===== src/rtl/airlock_pkg.sv =====
// Shared types for the airlock sequencer: state encoding, operation select
// and the request priority function.
package airlock_pkg;

   typedef logic [2:0] state_t;

   localparam state_t ST_IDLE       = 3'd0;
   localparam state_t ST_FILL       = 3'd1;
   localparam state_t ST_DRAIN      = 3'd2;
   localparam state_t ST_WAIT       = 3'd3;
   localparam state_t ST_DONE_FILL  = 3'd4;
   localparam state_t ST_DONE_DRAIN = 3'd5;
   localparam state_t ST_DONE_WAIT  = 3'd6;

   typedef enum logic [1:0] {
      OP_NONE  = 2'd0,
      OP_FILL  = 2'd1,
      OP_DRAIN = 2'd2,
      OP_WAIT  = 2'd3
   } op_sel_t;

   // Drain beats fill beats wait.
   function automatic op_sel_t op_select(input logic fill_req,
                                         input logic drain_req,
                                         input logic wt_req);
      if (drain_req)     return OP_DRAIN;
      else if (fill_req) return OP_FILL;
      else if (wt_req)   return OP_WAIT;
      else               return OP_NONE;
   endfunction

endpackage


===== src/rtl/airlock_step_timer.sv =====
// Free-running cycle counter with enable and clear; tick is high on the
// last enabled cycle of each CYCLES-long period.
module airlock_step_timer #(
   parameter int CYCLES = 4,
   parameter int CNT_W  = (CYCLES > 1) ? $clog2(CYCLES) : 1
) (
   input  logic clk,
   input  logic rst,
   input  logic en,
   input  logic clr,
   output logic tick
);

   localparam logic [CNT_W-1:0] LAST = CNT_W'(CYCLES - 1);

   logic [CNT_W-1:0] cnt_q, cnt_d;

   assign tick = en && (cnt_q == LAST);

   always_comb begin
      cnt_d = cnt_q;
      if (clr || tick) cnt_d = '0;
      else if (en)     cnt_d = cnt_q + 1'b1;
   end

   always_ff @(posedge clk) begin
      if (rst) cnt_q <= '0;
      else     cnt_q <= cnt_d;
   end

endmodule


===== src/rtl/airlock_sequencer.sv =====
// Airlock chamber sequencer: fill/drain/wait with req/done handshakes and
// door interlocks. Define AIRLOCK_ABORT_EN to add abort_req/abort_ack.
module airlock_sequencer #(
   parameter int LEVEL_MAX   = 7,
   parameter int LEVEL_W     = 3,
   parameter int STEP_CYCLES = 5000000,
   parameter int WAIT_CYCLES = 50000000
) (
   input  logic               clk_clk,
   input  logic               reset_reset,
   input  logic               fill_req,
   input  logic               drain_req,
   input  logic               wait_req,
   input  logic               inner_door_req,
   input  logic               outer_door_req,
   output logic               filling,
   output logic               draining,
   output logic               waiting,
   output logic               fill_done,
   output logic               drain_done,
   output logic               wait_done,
   output logic               inner_door_open,
   output logic               outer_door_open,
`ifdef AIRLOCK_ABORT_EN
   input  logic               abort_req,
   output logic               abort_ack,
`endif
   output logic [LEVEL_W-1:0] level
);

   import airlock_pkg::*;

   localparam logic [LEVEL_W-1:0] LVL_MAX = LEVEL_W'(LEVEL_MAX);
   localparam logic [LEVEL_W-1:0] LVL_PRE = LEVEL_W'(LEVEL_MAX - 1);

   state_t               state_q, state_d;
   logic [LEVEL_W-1:0]   level_q, level_d;
   logic                 filling_q, filling_d;
   logic                 draining_q, draining_d;
   logic                 waiting_q, waiting_d;
   logic                 fill_done_q, fill_done_d;
   logic                 drain_done_q, drain_done_d;
   logic                 wait_done_q, wait_done_d;
   logic                 inner_q, inner_d;
   logic                 outer_q, outer_d;
   logic                 step_tick, wait_tick;
   logic                 busy, abort_hit, doors_closed, idle_stay;
   op_sel_t              op;

   assign busy         = (state_q == ST_FILL) || (state_q == ST_DRAIN) || (state_q == ST_WAIT);
   assign doors_closed = !inner_q && !outer_q;
   assign op           = op_select(fill_req, drain_req, wait_req);

`ifdef AIRLOCK_ABORT_EN
   logic abort_ack_q;
   assign abort_hit = abort_req && busy;
   assign abort_ack = abort_ack_q;
   always_ff @(posedge clk_clk) begin
      if (reset_reset) abort_ack_q <= 1'b0;
      else             abort_ack_q <= abort_hit;
   end
`else
   assign abort_hit = 1'b0;
`endif

   airlock_step_timer #(.CYCLES(STEP_CYCLES)) u_step_timer (
      .clk  (clk_clk),
      .rst  (reset_reset),
      .en   ((state_q == ST_FILL) || (state_q == ST_DRAIN)),
      .clr  (abort_hit),
      .tick (step_tick)
   );

   airlock_step_timer #(.CYCLES(WAIT_CYCLES)) u_wait_timer (
      .clk  (clk_clk),
      .rst  (reset_reset),
      .en   (state_q == ST_WAIT),
      .clr  (abort_hit),
      .tick (wait_tick)
   );

   always_comb begin
      state_d = state_q;
      level_d = level_q;
      case (state_q)
         ST_IDLE: begin
            if (doors_closed) begin
               case (op)
                  OP_DRAIN: state_d = (level_q == '0)     ? ST_DONE_DRAIN : ST_DRAIN;
                  OP_FILL:  state_d = (level_q == LVL_MAX) ? ST_DONE_FILL  : ST_FILL;
                  OP_WAIT:  state_d = ST_WAIT;
                  default:  state_d = ST_IDLE;
               endcase
            end
         end
         ST_FILL: begin
            if (abort_hit) state_d = ST_IDLE;
            else if (step_tick) begin
               level_d = level_q + 1'b1;
               if (level_q == LVL_PRE) state_d = ST_DONE_FILL;
            end
         end
         ST_DRAIN: begin
            if (abort_hit) state_d = ST_IDLE;
            else if (step_tick) begin
               level_d = level_q - 1'b1;
               if (level_q == LEVEL_W'(1)) state_d = ST_DONE_DRAIN;
            end
         end
         ST_WAIT: begin
            if (abort_hit)      state_d = ST_IDLE;
            else if (wait_tick) state_d = ST_DONE_WAIT;
         end
         ST_DONE_FILL:  if (!fill_req)  state_d = ST_IDLE;
         ST_DONE_DRAIN: if (!drain_req) state_d = ST_IDLE;
         ST_DONE_WAIT:  if (!wait_req)  state_d = ST_IDLE;
         default:       state_d = ST_IDLE;
      endcase

      // Doors only open while the block stays idle, so an accepted op and a
      // door opening can never coincide.
      idle_stay = (state_q == ST_IDLE) && (state_d == ST_IDLE);
      inner_d   = inner_q;
      outer_d   = outer_q;
      if (!inner_door_req) inner_d = 1'b0;
      else if (idle_stay && (level_q == '0) && !outer_q) inner_d = 1'b1;
      if (!outer_door_req) outer_d = 1'b0;
      else if (idle_stay && (level_q == LVL_MAX) && !inner_q) outer_d = 1'b1;

      filling_d    = (state_d == ST_FILL);
      draining_d   = (state_d == ST_DRAIN);
      waiting_d    = (state_d == ST_WAIT);
      fill_done_d  = (state_d == ST_DONE_FILL);
      drain_done_d = (state_d == ST_DONE_DRAIN);
      wait_done_d  = (state_d == ST_DONE_WAIT);
   end

   always_ff @(posedge clk_clk) begin
      if (reset_reset) begin
         state_q      <= ST_IDLE;
         level_q      <= '0;
         filling_q    <= 1'b0;
         draining_q   <= 1'b0;
         waiting_q    <= 1'b0;
         fill_done_q  <= 1'b0;
         drain_done_q <= 1'b0;
         wait_done_q  <= 1'b0;
         inner_q      <= 1'b0;
         outer_q      <= 1'b0;
      end else begin
         state_q      <= state_d;
         level_q      <= level_d;
         filling_q    <= filling_d;
         draining_q   <= draining_d;
         waiting_q    <= waiting_d;
         fill_done_q  <= fill_done_d;
         drain_done_q <= drain_done_d;
         wait_done_q  <= wait_done_d;
         inner_q      <= inner_d;
         outer_q      <= outer_d;
      end
   end

   assign filling         = filling_q;
   assign draining        = draining_q;
   assign waiting         = waiting_q;
   assign fill_done       = fill_done_q;
   assign drain_done      = drain_done_q;
   assign wait_done       = wait_done_q;
   assign inner_door_open = inner_q;
   assign outer_door_open = outer_q;
   assign level           = level_q;

endmodule

===== config.mk =====
export PLATFORM = sky130hd
export DESIGN_NAME = airlock_sequencer
export DESIGN_NICKNAME = d
export VERILOG_FILES = /design/src/rtl/airlock_pkg.sv /design/src/rtl/airlock_step_timer.sv /design/src/rtl/airlock_sequencer.sv
export SDC_FILE = /design/constraint.sdc
export NUM_CORES = 1
export LEC_CHECK = 0
export CAP_MARGIN = 10
export CORE_UTILIZATION = 26
export DETAILED_ROUTE_END_ITERATION = 16
export GPL_TIMING_DRIVEN = 0
export PLACE_DENSITY_LB_ADDON = 0.2
export SKIP_LAST_GASP = 1
export SYNTH_ARGS = -nofsm -noshare
export SYNTH_HDL_FRONTEND = slang
export SYNTH_SLANG_ARGS = --single-unit

===== constraint.sdc =====
create_clock -name clk_clk -period 3.73 [get_ports clk_clk]
set_input_delay 0.746 -clock clk_clk [delete_from_list [all_inputs] [get_ports clk_clk]]
set_output_delay 0.746 -clock clk_clk [all_outputs]
set_load 0.05 [all_outputs]

==> results_dict.tcl, run 1 <==
set metrics [dict create \
    status "complete, no violations" \
    synth.avg_cell_area_sq_um 8.43 \
    syn_area_sq_um 3010 \
    insertion_delay_ns 0.32 \
    htree_levels 3 \
    skew_ns 0.0103 \
    hold_buffers 0 \
    muxShareOfSynthArea 0.00333 \
    firstDrtPassIters 4 \
    totalNegativeSetupSlack_ns 0 \
    min_path_cells 2 \
    vias 2393 \
    cts_buffer_depth 2 \
    tritoncts "built" \
    grt_pass1_wl_um 10600 \
    max_freq_ghz 0.357 \
    rows 38 \
    antenna_found_initial 0 \
    cts_setup_buffers 0 \
    setup_ws_ns 0.932 \
    tightest_slew_ns 1.02 \
    setup.worst_path.class "flip-flop to flip-flop" \
    synth_area_leader_cell "dfxtp_1" \
    grt_use_total 0.114 \
    cts-resized-gates 0 \
    hold_class "flip-flop to flip-flop" \
    relSlewSlack 0.313 \
    wire_per_inst_um 11.6 \
    antenna_cells 0 \
    place_inst 514 \
    synth-seq-cells 63 \
    place_congestion 0.786 \
    numPortBuffers 17 \
    drv_cap 0 \
    area_growth_pct 21.2 \
    postLayoutCellArea_sq_um 3650 \
    drt_iter0_drc 81 \
    grt_pass1_vias 2323 \
    hold_end "u_step_timer.cnt_q[1]" \
    period_needed_ns 2.80 \
    power_leakage_nw 1.26 \
    synthCells 357 \
    routed_wl_um 6150 \
    cts_root_buffer "clkbuf_16" \
    layout-drive-gt1-share 0.0641 \
    grt_busiest_layer "met2" \
    post-place-ws_ns 0.893 \
    ff2ff_path_depth 8 \
    worstPathMaxFanout 10 \
    synth_compound_area_frac 0.0441 \
    place_area_sq_um 3360 \
    yosysSeqAreaShare 0.419 \
    rrSetupSlack_ns 0.93 \
    yosys_warnings 0 \
    fin_cells 530 \
    r2r-start "u_step_timer.cnt_q[0]" \
    holdCritStartpoint "u_step_timer.cnt_q[1]" \
    die-area_sq_um 12000 \
    met3_usage 0.0255 \
    dp_hpwl_um 4520 \
    min_period_over_period 0.750 \
    synth_simple_gate_area_share 0.322 \
    mostFrequentLayoutCells "nor2_1 (76), dfxtp_1 (63), nand2_1 (30), xor2_1 (28), xnor2_1 (21)" \
    met2_usage 0.177 \
    cp.arrival_ns 2.99 \
    initial_core_util 0.272 \
    die_w_um 110 \
    nNetsFinal 400 \
    synth_top_family_by_area "simple AND/OR/NAND/NOR gates" \
    cp.required_ns 3.92 \
    dieHeight_um 110 \
    rsz0062_at_grt "false" \
    ys.flop_type "dfxtp_1" \
    start_kind "flip-flop" \
    final_common_cell "nor2_1" \
    route.detailed.drc 0 \
    numCtsBuffers 9 \
    hold_viol 0 \
    synthXorXnorAreaFrac 0.148 \
    maxSlewViolCount 0 \
    grt_start_max_net_pins 11 \
    postRouteAntennaNets 0 \
    grt.met1_usage 0.150 \
    gr-total-overflow 0 \
    yosys.area.top_type_share 0.419 \
    synth_fp_nets 372 \
    total_power_mw 1.75 \
    max-vdd-ir-drop_uv 183 \
    vias_per_cell 4.52 \
    async_flop_share 0 \
    synth_area_leaders "dfxtp_1 (42%), nor2_1 (9.5%), xor2_1 (8.1%)" \
    fillers 1161 \
    io_pins 18 \
    synth_cell_types 47 \
    coreArea_sq_um 11100 \
    synth_edf_count 0 \
    clock_sinks 63 \
    end_kind "flip-flop" \
    p_per_area_nw_per_um2 478 \
    worstReg2RegEnd "u_step_timer.cnt_q[10]" \
    clk_pin_slew_ns 0.05 \
    finalSetupViolCount 0 \
    synthAdderAreaFrac 0.0333 \
]
-- cells in the mapped netlist, types with 2 or more instances --
master	count
ha_1	8
xnor2_1	21
nand2b_1	3
nor4b_1	3
a21o_1	2
or3_1	8
o211ai_1	2
o21ai_0	2
nand4_1	11
or2_2	5
nor3b_1	5
nor2_1	76
or4_1	2
dfxtp_1	63
inv_1	10
clkbuf_1	8
nor4_1	8
nand3b_1	4
nor3_1	9
nand3_1	16
nand2_1	30
a21oi_1	4
xor2_1	28
and3_1	6
-- worst max-delay path, stage by stage, from the launching register on --
cell and delay (ns):
dfxtp_1 0.37, ha_1 0.22, nand4_1 0.17, or4b_1 0.48, buf_2 0.16, nor3_1 0.55
or2_2 0.26, clkbuf_1 0.36, nor2_1 0.10
-- metrics by stage --
stage | hold slack (ns) | utilization
final | 0.484 | 0.329
after global routing | 0.515 | 0.329
after CTS | 0.483 | 0.329
after detailed placement | 0.477 | 0.303
after global placement | 0.467 | 0.303
after floorplan | 0.450 | -
-- final cells by class --
type,count,area (sq um),area share
well taps,140,175,0.0480
clock inverters,3,42.5,0.0117
multi-input cells,273,1660,0.454
flip-flops and latches,63,1260,0.346
repair buffers,17,170,0.0466
clock buffers,13,250,0.0686
plain buffers,11,53.8,0.0147
inverters,10,37.5,0.0103
-- power by group --
part           switching, mW  total [mW]  internal [mW]
sequential            0.0103       0.705          0.695
combinational          0.134       0.212         0.0781
clock                  0.293       0.828          0.535
total                  0.437        1.75           1.31
-- how the worst max path moves through the flow --
stage | startpoint | end | cells after the start | slack (ns)
4_1_cts | u_step_timer.cnt_q[0] | u_step_timer.cnt_q[16] | 8 | 0.88
2_1_floorplan | u_step_timer.cnt_q[0] | wait_done | 8 | 1.21
6_report | u_step_timer.cnt_q[0] | u_step_timer.cnt_q[10] | 8 | 0.93
5_1_grt | u_step_timer.cnt_q[0] | u_step_timer.cnt_q[3] | 8 | 0.63
3_3_place_gp | u_step_timer.cnt_q[0] | u_step_timer.cnt_q[12] | 8 | 0.89
3_5_place_dp | u_step_timer.cnt_q[0] | u_step_timer.cnt_q[8] | 8 | 0.89
-- registers in the layout, indices dropped and copies added (netlist names) --
name	count
u_step_timer.cnt_q	23
outer_door_open	1
level	3
drain_done	1
waiting	1
wait_done	1
filling	1
draining	1
fill_done	1
state_q	3
u_wait_timer.cnt_q	26
inner_door_open	1
-- kinds of logic (layout without fill, tap and decap cells) --
kind of cell	count (synthesis)	after routing
muxes	1	1
AOI/OAI and AO/OA	19	19
buffers and inverters	21	54
xor gates and xnor gates	50	50
DFF	63	63
adders and majority gates	8	8
and+or+nand+nor	195	195
-- per-layer routing --
| metal | part of all wire | vias up | wire, um |
|---|---|---|---|
| met1 | 0.53 | 1091 | 3280 |
| met5 | 0 | - | 0 |
| met4 | 0.016 | 0 | 99 |
| met3 | 0.027 | 10 | 164 |
| met2 | 0.42 | 25 | 2610 |
| li1 | - | 1267 | - |
(Power assumes the default switching activity.)
==> run 2, diff against run 1 <==
Clock period 3.73 ns to 2.4 ns, I/O delays scaled along.
==> run 2 against run 1 <==
Against the previous run:
- maximum frequency grew 16%
- die area is the same
- worst hold slack worse by 0.0033 ns
- core utilization is 1.7 points higher
- design area increased by 5.2%
- the run now ends with negative setup slack left
==> results_dict.tcl, run 2 (synthesized netlist as in run 1, its figures left out) <==
set metrics [dict create \
    status "finished, violations left" \
    violations "negative setup slack" \
    cp_slowest_cell "or4_4" \
    dieHeight_um 110 \
    final_common_cell "nor2_1" \
    rsz0062_at_grt "true" \
    antenna_found_initial 0 \
    worstReg2RegEnd "wait_done" \
    place_area_sq_um 3360 \
    postLayoutCellArea_sq_um 3840 \
    worstPathMaxFanout 7 \
    initial_core_util 0.272 \
    die_w_um 110 \
    coreArea_sq_um 11100 \
    io_pins 18 \
    setup.worst_path.class "flip-flop to flip-flop" \
    relSlewSlack 0.513 \
    grt_pass1_wl_um 10900 \
    regMostFlops "u_wait_timer.cnt_q" \
    hold_class "flip-flop to flip-flop" \
    end_kind "flip-flop" \
    finalSetupViolCount 1 \
    grt_use_total 0.119 \
    vias 2459 \
    top_regs "u_wait_timer.cnt_q x26, u_step_timer.cnt_q x23" \
    critPathTopFamily "simple AND/OR/NAND/NOR gates" \
    cts_buffer_depth 2 \
    maxSlewViolCount 0 \
    min_period_over_period 1.00 \
    numCtsBuffers 9 \
    routed_wl_um 6390 \
    cp.required_ns 2.60 \
    r2r-start "state_q[1]" \
    area_growth_pct 27.6 \
    min_path_cells 2 \
    hold_end "u_wait_timer.cnt_q[1]" \
    skew_ns 0.00883 \
    fillers 1147 \
    die-area_sq_um 12000 \
    numPortBuffers 17 \
    holdCritStartpoint "u_wait_timer.cnt_q[1]" \
    layout-drive-gt1-share 0.146 \
    hold_viol 0 \
    cp.arrival_ns 2.60 \
    crit_buf_inv 1 \
    route.detailed.drc 0 \
    dp_hpwl_um 4530 \
    tritoncts "built" \
    tightest_slew_ns 0.724 \
    insertion_delay_ns 0.33 \
    ff2ff_path_depth 7 \
    period_needed_ns 2.40 \
    start_kind "flip-flop" \
    nNetsFinal 413 \
    critPathMaxStageDelay_ns 0.56 \
    place_congestion 0.752 \
    cp_cell_sequence "buf_6, xnor2_4, or4b_4, or4_4, a311o_1, or2b_1, nor3_1" \
    antenna_cells 0 \
    grt_start_max_net_pins 12 \
    fin_hold_ws_ns 0.481 \
    p_per_area_nw_per_um2 704 \
    cp.depth 7 \
    power_leakage_nw 1.38 \
    drv_cap 0 \
    gr-total-overflow 0 \
    clock_sinks 63 \
    wire_per_inst_um 11.8 \
    largest_register_ffs 26 \
    setup_ws_ns -0.00218 \
    multi_input_area_sq_um 1750 \
    vias_per_cell 4.53 \
    cts_root_buffer "clkbuf_16" \
    drt_iter0_drc 93 \
    grt_pass1_vias 2351 \
    firstDrtPassIters 5 \
    rows 38 \
    mostFrequentLayoutCells "nor2_1 (75), dfxtp_1 (60), nand2_1 (30), xor2_1 (28), xnor2_1 (21)" \
    postRouteAntennaNets 0 \
    clk_pin_slew_ns 0.06 \
    htree_levels 3 \
    max_freq_ghz 0.416 \
    regArea_sq_um 1260 \
    rrSetupSlack_ns -0.002 \
    max-vdd-ir-drop_uv 423 \
]
==> run 2: changes by cell type in the layout (fill, tap and decap cells not counted), moves of 3 or more <==
cell / before / now
clkbuf_1: 11 / 3
buf_4: 1 / 16
nor4_2: 1 / 4
dfxtp_1: 63 / 60
dfxtp_2: 0 / 3
clkbuf_2: 0 / 4
nor4_1: 8 / 4
==> run 2: worst max-delay path by stage <==
stage	from	endpoint	slack (ns)
global placement	u_step_timer.cnt_q[0]	u_step_timer.cnt_q[13]	-0.38
floorplan	u_step_timer.cnt_q[0]	wait_done	0.01
detailed placement	u_step_timer.cnt_q[0]	u_step_timer.cnt_q[16]	-0.43
CTS	u_step_timer.cnt_q[0]	wait_done	-0.05
finish	state_q[1]	wait_done	-0.002
global route	state_q[1]	wait_done	-0.07
==> run 2: final cells by class <==
class                           instances  area share
Inverter                               10     0.00978
Clock buffer                           11      0.0632
Buffer                                  8      0.0130
Clock inverter                          5     0.00880
Multi-Input combinational cell        273       0.455
Timing Repair Buffer                   33      0.0756
Sequential cell                        63       0.329
Tap cell                              140      0.0456
==> run 2: report_power, final <==
part / switching (mW) / internal [mW] / leakage [nW]
Clock: 0.460 / 0.724 / 0.132
Combinational: 0.230 / 0.181 / 0.738
Sequential: 0.0257 / 1.08 / 0.510
Total: 0.716 / 1.99 / 1.38
==> run 2: timing repair <==
| action | CTS | global route |
|---|---|---|
| setup endpoints to repair | 49 | 48 |
| hold buffers | 0 | 0 |
| gates resized for setup | 11 | 10 |
| endpoints found under the hold margin | 0 | 0 |
| buffers inserted | 9 | 7 |
| pin swaps | 6 | 5 |
==> run 2: layer usage <==
layer  wire length [um]  share of wire  vias up  track usage
met5                  0              0        -            0
met4                106          0.017        0       0.0505
met3                269          0.042       13       0.0356
met2               2790           0.44       41        0.187
met1               3230           0.50     1107        0.152
li1                   -              -     1298            -
==> run 2: per-stage QoR <==
stage | instances | setup TNS [ns] | setup slack [ns] | total power, mW | utilization
finish | 543 | -0.00218 | -0.00218 | 2.70 | 0.347
global route | 543 | -0.220 | -0.0744 | 2.83 | 0.347
CTS | 539 | -0.277 | -0.0543 | 2.69 | 0.339
detailed placement | 514 | -9.76 | -0.428 | 1.45 | 0.303
global placement | 514 | -9.90 | -0.378 | 1.45 | 0.303
floorplan | 357 | 0 | 0.0115 | 1.36 | -
==> run 2: tightest hold or removal path, delay by kind of cell, from the launching register on <==
family          cells  cell delay [ns]
flops               1             0.32
simple gates        1             0.06
compound gates      1             0.05
